File: config.mk
export PLATFORM = sky130hd
export DESIGN_NAME = truth_table_sweeper
export DESIGN_NICKNAME = d
export VERILOG_FILES = /design/src/rtl/lab_tb_pkg.sv /design/src/rtl/truth_table_sweeper_hold_counter.sv /design/src/rtl/truth_table_sweeper.sv
export SDC_FILE = /design/constraint.sdc
export NUM_CORES = 1
export LEC_CHECK = 0
export ABC_CLOCK_PERIOD_IN_PS = 2250
export CORE_UTILIZATION = 45
export CTS_CLUSTER_SIZE = 30
export DETAILED_ROUTE_END_ITERATION = 10
export PLACE_DENSITY = 0.77
export SLEW_MARGIN = 10
export SYNTH_ARGS = -nofsm -noshare
export SYNTH_HDL_FRONTEND = slang
export SYNTH_SLANG_ARGS = --single-unit
File: constraint.sdc
create_clock -name clk -period 2.25 [get_ports clk]
set_clock_uncertainty 0.2 [all_clocks]
set_input_delay 0.45 -clock clk [delete_from_list [all_inputs] [get_ports clk]]
set_output_delay 0.45 -clock clk [all_outputs]
set_load 0.01 [all_outputs]
File: src/rtl/lab_tb_pkg.sv
`default_nettype none
// ---------------------------------------------------------------------------
// lab_tb_pkg : shared types, helpers and truth tables for the lab sweepers
// Revision   : 1.0
// ---------------------------------------------------------------------------
package lab_tb_pkg;

    typedef enum logic [1:0] {
        IDLE  = 2'd0,
        DRIVE = 2'd1,
        DONE  = 2'd2
    } sweep_state_t;

    function automatic int tt_width(input int n);
        return 1 << n;
    endfunction

    // Lab1: 4-input odd parity, A^B^C^D
    localparam logic [15:0] LAB1_TT = 16'h6996;
    localparam logic [3:0]  AND2_TT = 4'b1000;

endpackage
`default_nettype wire

File: src/rtl/truth_table_sweeper_hold_counter.sv
`default_nettype none
// ---------------------------------------------------------------------------
// hold_counter : counts 0..HOLD-1 while enabled, last_o flags the final count
// Revision     : 1.0
// ---------------------------------------------------------------------------
module hold_counter #(
    parameter int HOLD = 4
) (
    input  logic clk,
    input  logic rst,
    input  logic clr_i,
    input  logic en_i,
    output logic last_o
);
    localparam int            CW       = (HOLD > 1) ? $clog2(HOLD) : 1;
    localparam logic [CW-1:0] LAST_CNT = CW'(HOLD - 1);

    logic [CW-1:0] cnt_q;
    logic [CW-1:0] cnt_d;

    always_comb begin
        cnt_d = cnt_q;
        if (clr_i) begin
            cnt_d = '0;
        end else if (en_i) begin
            cnt_d = (cnt_q == LAST_CNT) ? '0 : cnt_q + CW'(1);
        end
    end

    always_ff @(posedge clk or posedge rst) begin
        if (rst) begin
            cnt_q <= '0;
        end else begin
            cnt_q <= cnt_d;
        end
    end

    assign last_o = (cnt_q == LAST_CNT);

endmodule
`default_nettype wire

File: src/rtl/truth_table_sweeper.sv
`default_nettype none
// ---------------------------------------------------------------------------
// truth_table_sweeper : drives every N-bit vector to a combinational DUT and
//                       checks its output against the EXP truth table
// Revision            : 1.0
// ---------------------------------------------------------------------------
module truth_table_sweeper
    import lab_tb_pkg::*;
#(
    parameter int                       N    = 4,
    parameter int                       HOLD = 4,
    parameter logic [tt_width(N)-1:0]   EXP  = '0
) (
    input  logic         clk,
    input  logic         rst,
    input  logic         start_i,
    input  logic         abort_i,
    input  logic         dut_f_i,
    output logic [N-1:0] vec_o,
    output logic         busy_o,
    output logic         done_o,
    output logic         pass_o,
    output logic [N:0]   err_count_o,
    output logic         first_err_valid_o,
    output logic [N-1:0] first_err_vec_o
);
    localparam int           EW      = N + 1;
    localparam logic [N-1:0] VEC_MAX = '1;

    sweep_state_t  state_q, state_d;
    logic [N-1:0]  vec_q, vec_d;
    logic [N:0]    err_q, err_d;
    logic [N-1:0]  fev_q, fev_d;
    logic          fevv_q, fevv_d;
    logic          hc_clr;
    logic          hc_en;
    logic          hc_last;
    logic          mismatch;

    hold_counter #(
        .HOLD   (HOLD)
    ) u_hold_counter (
        .clk    (clk),
        .rst    (rst),
        .clr_i  (hc_clr),
        .en_i   (hc_en),
        .last_o (hc_last)
    );

    assign mismatch = (dut_f_i != EXP[vec_q]);

    always_comb begin
        state_d = state_q;
        vec_d   = vec_q;
        err_d   = err_q;
        fev_d   = fev_q;
        fevv_d  = fevv_q;
        hc_clr  = 1'b0;
        hc_en   = 1'b0;
        case (state_q)
            IDLE, DONE: begin
                // abort outranks start; from IDLE it is simply a no-op
                if (abort_i) begin
                    state_d = IDLE;
                end else if (start_i) begin
                    state_d = DRIVE;
                    vec_d   = '0;
                    err_d   = '0;
                    fev_d   = '0;
                    fevv_d  = 1'b0;
                    hc_clr  = 1'b1;
                end
            end
            DRIVE: begin
                if (abort_i) begin
                    state_d = IDLE;
                end else begin
                    hc_en = 1'b1;
                    if (hc_last) begin
                        if (mismatch) begin
                            err_d = err_q + EW'(1);
                            if (!fevv_q) begin
                                fev_d  = vec_q;
                                fevv_d = 1'b1;
                            end
                        end
                        if (vec_q == VEC_MAX) begin
                            state_d = DONE;
                        end else begin
                            vec_d = vec_q + N'(1);
                        end
                    end
                end
            end
            default: state_d = IDLE;
        endcase
    end

    always_ff @(posedge clk or posedge rst) begin
        if (rst) begin
            state_q <= IDLE;
            vec_q   <= '0;
            err_q   <= '0;
            fev_q   <= '0;
            fevv_q  <= 1'b0;
        end else begin
            state_q <= state_d;
            vec_q   <= vec_d;
            err_q   <= err_d;
            fev_q   <= fev_d;
            fevv_q  <= fevv_d;
        end
    end

    assign vec_o             = vec_q;
    assign busy_o            = (state_q == DRIVE);
    assign done_o            = (state_q == DONE);
    assign pass_o            = (state_q == DONE) && (err_q == '0);
    assign err_count_o       = err_q;
    assign first_err_valid_o = fevv_q;
    assign first_err_vec_o   = fev_q;

endmodule
`default_nettype wire

# Yosys cells after proc, flatten, opt, wreduce, memory -nomap -nowiden
# Memory sizes are Yosys's and may differ from the RTL's.
# Cells that the tools add are included.
classes:
  order_cmp: 1
  n_addsub: 3
  n_reduce_logical: 10
  mux: 38
  eq_ne: 15
ops:
  columns: ["cell", "n"]
  rows:
  - ["4-bit 2-to-1 mux", 9]
  - ["5-bit 2-to-1 mux", 5]
  - ["2-bit 2-to-1 mux", 8]
  - ["4-bit case mux with 2 select lines", 2]
  - ["6-bit AND reduction", 2]
  - ["1-bit 2-to-1 mux", 11]
  - ["2-bit inequality test (second input constant)", 5]
  - ["5-bit case mux with 2 select lines", 1]
  - ["7-bit AND reduction", 1]
  - ["3-bit by 2-bit inequality test with 1-bit output (second input constant)", 2]
  - ["5-bit by 1-bit adder with 5-bit output (second input constant)", 1]
  - ["5-bit zero test", 1]
  - ["4-bit by 5-bit less-than comparator with 1-bit output (second input constant)", 1]
  - ["4-bit by 1-bit adder with 4-bit output (second input constant)", 1]
  - ["2-bit equality test (second input constant)", 2]
  - ["4-bit equality test (second input constant)", 1]
  - ["2-bit by 1-bit inequality test with 1-bit output (second input constant)", 2]
  - ["2-bit case mux with 2 select lines", 1]
  - ["2-bit nonzero test", 2]
  - ["3-bit inequality test (second input constant)", 1]
  - ["3-bit AND reduction", 1]
  - ["2-bit by 1-bit adder with 2-bit output (second input constant)", 1]
  - ["2-bit by 1-bit equality test with 1-bit output (second input constant)", 1]
  - ["2-bit zero test", 1]
  - ["other kinds (4)", 4]
totals:
  reg_bits: 18
  output_inout_bits: 17
  memories: 1
  word_cells: 74
  rom_bits: 16
mem_list:
  columns: ["memory", "depth", "width", "read_ports", "rd_ports_with_merged_regs", "write_ports", "line_no", "text"]
  rows:
  - ["(no name shown)", 16, 1, 1, 0, 0, "truth_table_sweeper.sv:50", "assign mismatch = (dut_f_i != EXP[vec_q]);"]

# Logic depth before layout (Yosys ltp)
# Gate-level depths: netlist of run 1.
depth:
  depth_word: 7
  ltp_mapped: 5

# Modules after synthesis
# Synthesis of run 1 repeated with hierarchy kept, for this count alone.
unflattened:
  hier_cells: 93
  hier_area_um2: 963.4
by_module_without_submodules:
  columns: ["mod", "cells_per_inst", "instances", "area_each_um2"]
  rows:
  - ["truth_table_sweeper", 84, 1, 859.6]
  - ["hold_counter", 9, 1, 103.8]

# Least setup slack after synthesis of run 1
# No wires, ideal clock.
synth_path:
  path_kind: "register to output"
  startpoint: "reg state_q[0]"
  endpoint: "out pass_o"
  arrival_time_ns: 1.082
  path_slack_ns: 0.518
  path_stages_with_launch: 4
  path_buffers: 1
  cell_sequence: "dfrtp_1 -> buf_4 -> nand2b_1 -> nor4_1"
synth_via:
  elab_chain_len: 2
synth_rtl:
  columns: ["item", "line_no", "text"]
  rows:
  - ["start, declared", "truth_table_sweeper.sv:30", "sweep_state_t state_q, state_d;"]
  - ["start signal, assigned", "truth_table_sweeper.sv:107", "state_q <= state_d;"]
  - ["2-bit equality test", "truth_table_sweeper.sv:118", "assign pass_o = (state_q == DONE) && (err_q == '0);"]
  - ["1-bit logical AND", "truth_table_sweeper.sv:118", null]
  - ["end, declared", "truth_table_sweeper.sv:22", "output logic pass_o,"]
# No other way between the ends.

# Final worst setup path of run 1
layout_path:
  startpoint: "reg vec_q[2], in the netlist vec_o[2]"
  endpoint: "out vec_o[2]"
layout_rtl:
  columns: ["item", "line_no", "text"]
  rows:
  - ["start, declared", "truth_table_sweeper.sv:31", "logic [N-1:0] vec_q, vec_d;"]
  - ["start signal, assigned", "truth_table_sweeper.sv:108", "vec_q <= vec_d;"]
  - ["end, declared", "truth_table_sweeper.sv:19", "output logic [N-1:0] vec_o,"]
# No word-level cell between the ends.

==> results of run 1 <==
sequential cells by signal (all words and copies together) (netlist names):
| signal | cells |
|---|---|
| first_err_valid_o | 1 |
| vec_o | 4 |
| first_err_vec_o | 4 |
| err_count_o | 5 |
| u_hold_counter.cnt_q | 2 |
| state_q | 2 |
layer usage:
metal	routed length (microns)	up-vias	track usage
met5	0	-	0
met4	58	0	0.1127
met3	115	7	0.02516
met2	996	27	0.3310
met1	929	406	0.2621
li1	-	401	-
power breakdown:
| part | internal, mW | switching (mW) | total [mW] | leakage (nW) |
|---|---|---|---|---|
| clock | 0.0989 | 0.106 | 0.205 | 0.0210 |
| sequential | 0.335 | 0.0117 | 0.347 | 0.249 |
| combinational | 0.0446 | 0.0452 | 0.0898 | 0.322 |
timing repair:
action | in CTS | in global routing
cloned | 0 | 0
hold endpoints to repair | 0 | 0
setup endpoints to repair | 2 | 2
setup buffers | 0 | 0
resized for setup | 2 | 3
area by class of cell:
type,instances,area [sq um]
clock buffer,4,36.28
inverter,9,33.78
tap,27,33.78
timing repair buffer,28,259.0
multi-input combinational,63,460.4
fill,174,728.2
sequential,18,450.4
worst max path at each step:
stage,from,endpoint,slack (ns),cells after the start
global route,err_count_o[0]$_DFFE_PP0P_,pass_o,0.06,5
floorplan,state_q[0]$_DFFE_PP0P_,pass_o,0.52,3
CTS,state_q[0]$_DFFE_PP0P_,done_o,0.009,4
global placement,err_count_o[0]$_DFFE_PP0P_,pass_o,0.18,5
detailed placement,err_count_o[0]$_DFFE_PP0P_,pass_o,0.14,5
finish,vec_o[2]$_DFFE_PP0P_,vec_o[2],0.19,1
cell usage in the layout (no fill, tap or decap), drive strengths merged, types with 2 or more instances in the layout:
cell / n
a21oi: 2
o21ai: 4
buf: 7
clkdlybuf4s50: 18
nor2: 3
nand4: 2
nor3b: 2
clkbuf: 5
o22ai: 2
ha: 4
a21o: 2
nand3: 7
a22o: 9
o2bb2ai: 2
xor2: 2
nand2b: 5
inv: 9
dfrtp: 18
nand2: 5
through the flow:
stage          setup slack [ns]  power [mW]
3_3_place_gp             0.1779      0.4408
2_1_floorplan            0.5176      0.4094
5_1_grt                 0.06138      0.6723
3_5_place_dp             0.1417      0.4443
6_report                 0.1875      0.6417
4_1_cts                0.009297      0.6462
cell families (layout without fill, tap and decap cells):
family,after synthesis,count (layout),share of synthesized area
AOI/OAI and AO/OA,27,27,0.2080
xor gates and xnor gates,2,2,0.01798
and+or+nand+nor,29,29,0.1849
DFF,18,18,0.4621
buffers and inverters,13,41,0.06546
adders and majority gates,4,4,0.05135
muxes,1,1,0.01027
==> flow_summary.yaml, run 1 <==
cts:
  cts-htree-levels: 1
  cts.sinks: 18
  cts-root-buf: "clkbuf_4"
  clk_pin_slew_ns: 0.10
  clk_latency_ns: 0.30
  cts_made_buffers: 3
  clk_path_buf_depth: 2
  cts_tree: "built"
  postCtsHoldBufs: 0
sta:
  fin_tns_setup_ns: 0
  worst_pin_slew_ns: 0.3951
  report.final.slew_viol_count: 0
  relSlewSlack: 0.7360
  post-route-period-util: 0.9167
  hold_violations: 0
  setup_violations: 0
  max_clock_freq_mhz: 484.8
  rsz0062_at_grt: "no"
  period_needed_ns: 2.063
  hold_ws_ns: 0.2504
synth:
  synth_edf_count: 0
  netlist_area_sq_um: 974.7
  synthTopCellsByCount: "18 x dfrtp_1, 9 x a22o_1, 9 x inv_1"
  ys.warnings.count: 0
  ys_ff_latch: 18
  synth_area_leader_cell: "dfrtp_1"
  netlist_instances: 94
  synth_nets: 103
  synthTopCellsByArea: "dfrtp_1 46%, a22o_1 8.1%, ha_1 5.1%, nand3_1 3.6%, inv_1 3.5%"
  synth_cell_type_count: 32
  seq_area_frac_synth: 0.4621
  postSynthAreaPerCell_sq_um: 10.37
  synth_ff_type: "dfrtp_1"
  yosysTopAreaCellShare: 0.4621
  ys_async_sr_fraction: 1.000
  synth.most_common_cell: "dfrtp_1"
cells_and_area:
  n_antenna_cell: 0
  final_layout_size_suffix_gt1_frac: 0.1148
  instances_no_fill: 149
  postLayoutCoreUtil: 0.6363
  fin_nets: 132
  fin_area_sq_um: 1274
  area_delta_synth_final_pct: 30.68
critical_path:
  crit_buf_inv: 1
  r2r-end: "vec_o[1]$_DFFE_PP0P_"
  max_stage_delay_ns: 0.60
  reg2reg_slack_ns: 0.42
  timing.rr.start: "u_hold_counter.cnt_q[0]$_DFFE_PP0P_"
  cp_top_family: "buffers and inverters"
  worstSetupPathType: "flip-flop to output pin"
  cp_max_fo: 9
  crit_arrival_ns: 1.41
  critPathCaptureType: "output pin"
  critPathRequiredTime_ns: 1.60
  cp_slowest_cell: "clkdlybuf4s50_1"
  start_kind: "flip-flop"
  worstPathCellList: "clkdlybuf4s50_1"
  rr_worst_depth: 5
place:
  place_inst: 145
  place_congestion: 0.7888
  port-buffer-count: 21
  dp.final_hpwl_mm: 1.601
  placed_area_sq_um: 1241
floorplan:
  start_util: 0.4869
  die_h_microns: 48.54
  fp-row-count: 16
  ios: 22
  die_width_microns: 48.54
  core_area_sq_um: 2002
  die_area_sq_um: 2356
routing:
  detail-route-antenna-nets: 0
  vias_per_cell: 5.644
  dr.pass1.iters: 5
  drc_errors: 0
  drt_iter0_markers: 25
  post_drt_wl_per_cell_microns: 14.09
  num_vias: 841
  wirelength_mm: 2.099
worst_hold_path:
  min_path_type: "primary input to asynchronous set/reset pin"
status:
  outcome: "finished clean"
global_routing:
  grt_pass1_wl_mm: 3.629
  first_global_vias: 805
  grtUsageTotal: 0.2032
  grt_overflow: 0
  grt_max_degree: 19
  antenna_found_initial: 0
run:
  maxCapViolCount: 0
power:
  leakagePower_nw: 0.5914
  irDropWorstVdd_mv: 0.3531
  powerDensity_nw_per_um2: 503.8
Power figures use the tool's default switching activity.
==> inputs of run 2 (changes only) <==
Settings changed: GPL_ROUTABILITY_DRIVEN set to 1, REMOVE_ABC_BUFFERS set to 1.
==> run 2 against run 1 <==
Combinational power rose by 0.8%. Critical path type unchanged. Wire length rose by 2.0%. Cell count fell by 1.3%. Worst hold slack improved by 0.043 ns. Critical endpoint is now done_o.
==> flow_summary.yaml, run 2 (same netlist as run 1, synthesis figures left out) <==
status:
  outcome: "finished clean"
cts:
  cts-root-buf: "clkbuf_4"
  cts_made_buffers: 3
  cts_setup_buffers: 0
  cts.sinks: 18
  clk_latency_ns: 0.30
  cts_tree: "built"
  clk_pin_slew_ns: 0.11
  cts-htree-levels: 1
  clk_path_buf_depth: 2
  postCtsHoldBufs: 0
cells_and_area:
  instances_no_fill: 147
  final_layout_size_suffix_gt1_frac: 0.1000
  fin_nets: 130
  layout_common_cells: "19 x clkdlybuf4s50_1, 17 x dfrtp_1, 9 x a22o_1, 9 x inv_1, 7 x nand3_1"
  largest_reg_flops: 5
  postLayoutCoreUtil: 0.6300
  final_common_cell: "clkdlybuf4s50_1"
  nFillCells: 186
  n_antenna_cell: 0
  area_delta_synth_final_pct: 29.40
sta:
  setup_violations: 0
  fin_tns_setup_ns: 0
  rsz0062_at_grt: "no"
  relSlewSlack: 0.7125
  finalWorstSetupSlack_ns: 0.1083
  post-route-period-util: 0.9519
  hold_violations: 0
  hold_ws_ns: 0.2929
  report.final.slew_viol_count: 0
  period_needed_ns: 2.142
  max_clock_freq_mhz: 466.9
  worst_pin_slew_ns: 0.4304
global_routing:
  antenna_found_initial: 0
  grtUsageTotal: 0.2099
  grt_overflow: 0
  first_global_vias: 856
  grt_max_degree: 19
  grt_pass1_wl_mm: 3.760
floorplan:
  ios: 22
  start_util: 0.4869
  core_area_sq_um: 2002
  die_h_microns: 48.54
  fp-row-count: 16
  die_width_microns: 48.54
  die_area_sq_um: 2356
place:
  dp.final_hpwl_mm: 1.578
  port-buffer-count: 21
  pre_cts_ws_ns: 0.1342
  place_congestion: 0.8387
  place_inst: 143
routing:
  wirelength_mm: 2.142
  vias_per_cell: 5.578
  drc_errors: 0
  dr.pass1.iters: 4
  detail-route-antenna-nets: 0
  drt_iter0_markers: 7
  post_drt_wl_per_cell_microns: 14.57
  num_vias: 820
critical_path:
  timing.rr.start: "u_hold_counter.cnt_q[0]$_DFFE_PP0P_"
  critPathCaptureType: "output pin"
  worstSetupPathType: "flip-flop to output pin"
  start_kind: "flip-flop"
  critPathRequiredTime_ns: 1.60
  cp_max_fo: 9
  cp_top_family: "buffers and inverters"
  crit_arrival_ns: 1.49
  max_stage_delay_ns: 0.52
  worstPathCellList: "nand2b_1 > inv_1 > clkdlybuf4s50_1"
  cp_slowest_cell: "clkdlybuf4s50_1"
  startpoint: "state_q[1]$_DFFE_PP0P_"
  crit_buf_inv: 2
power:
  leakagePower_nw: 0.5655
  powerDensity_nw_per_um2: 507.0
  irDropWorstVdd_mv: 0.4102
worst_hold_path:
  min_path_type: "primary input to asynchronous set/reset pin"
run:
  maxCapViolCount: 0
-- run 2: cell count changes in the layout (fill, tap and decap cells not counted) --
| cell | previous run | this run |
|---|---|---|
| clkbuf_2 | 1 | 0 |
| dlygate4sd1_1 | 0 | 1 |
| dlymetal6s2s_1 | 1 | 0 |
| dfrtp_2 | 0 | 1 |
| buf_4 | 7 | 5 |
| clkdlybuf4s50_1 | 18 | 19 |
| dfrtp_1 | 18 | 17 |
-- run 2: what timing repair did --
action                                  4_1_cts  5_1_grt
cloned                                        0        0
resized for setup                             3        2
endpoints found under the setup margin        2        1
-- run 2: final cells by class --
type | instances | area, sq um | area share
Multi-Input combinational cell | 63 | 460.4 | 0.3651
Timing Repair Buffer | 26 | 245.2 | 0.1944
Inverter | 9 | 33.78 | 0.02679
Clock buffer | 4 | 36.28 | 0.02877
Tap cell | 27 | 33.78 | 0.02679
Sequential cell | 18 | 451.7 | 0.3581
-- run 2: through the flow --
stage / power, mW / cell area [sq um]
2_1_floorplan: 0.4034 / 944.7
3_3_place_gp: 0.4414 / 1226
3_5_place_dp: 0.4462 / 1226
4_1_cts: 0.6467 / 1261
5_1_grt: 0.6766 / 1261
6_report: 0.6394 / 1261
-- run 2: path summary, 6_finish.rpt --
check                                            endpoint  slack [ns]  cells past startpoint
max in group asynchronous          state_q[1]$_DFFE_PP0P_        1.34                      3
setup reg to reg                     vec_o[1]$_DFFE_PP0P_        0.46                      5
hold reg to reg            first_err_vec_o[3]$_DFFE_PP0P_        0.31                      1
hold / removal                       vec_o[2]$_DFFE_PP0P_        0.29                      3
setup / recovery                                   done_o        0.11                      3
min in group clk           first_err_vec_o[3]$_DFFE_PP0P_        0.31                      1
-- run 2: where the power goes --
| part | switching, mW | internal, mW |
|---|---|---|
| Clock | 0.103 | 0.0986 |
| Combinational | 0.0459 | 0.0447 |
| Sequential | 0.0125 | 0.335 |
| Total | 0.161 | 0.479 |
-- run 2: per-layer routing --
metal  routed length [microns]  global-route usage  vias up  share of wire
met5                         0                   0        -              0
met4                        41              0.1176        0          0.019
met3                        86             0.04088        6          0.040
met2                      1001              0.3498       27           0.47
met1                      1012              0.2535      390           0.47
li1                          -                   -      397              -
-- run 2: worst register-to-register path: stages, from the launching register on --
cell and delay [ns]:
dfrtp_1 0.41, ha_1 0.26, nor4bb_2 0.29, buf_4 0.19, a21o_1 0.16, mux2i_1 0.20
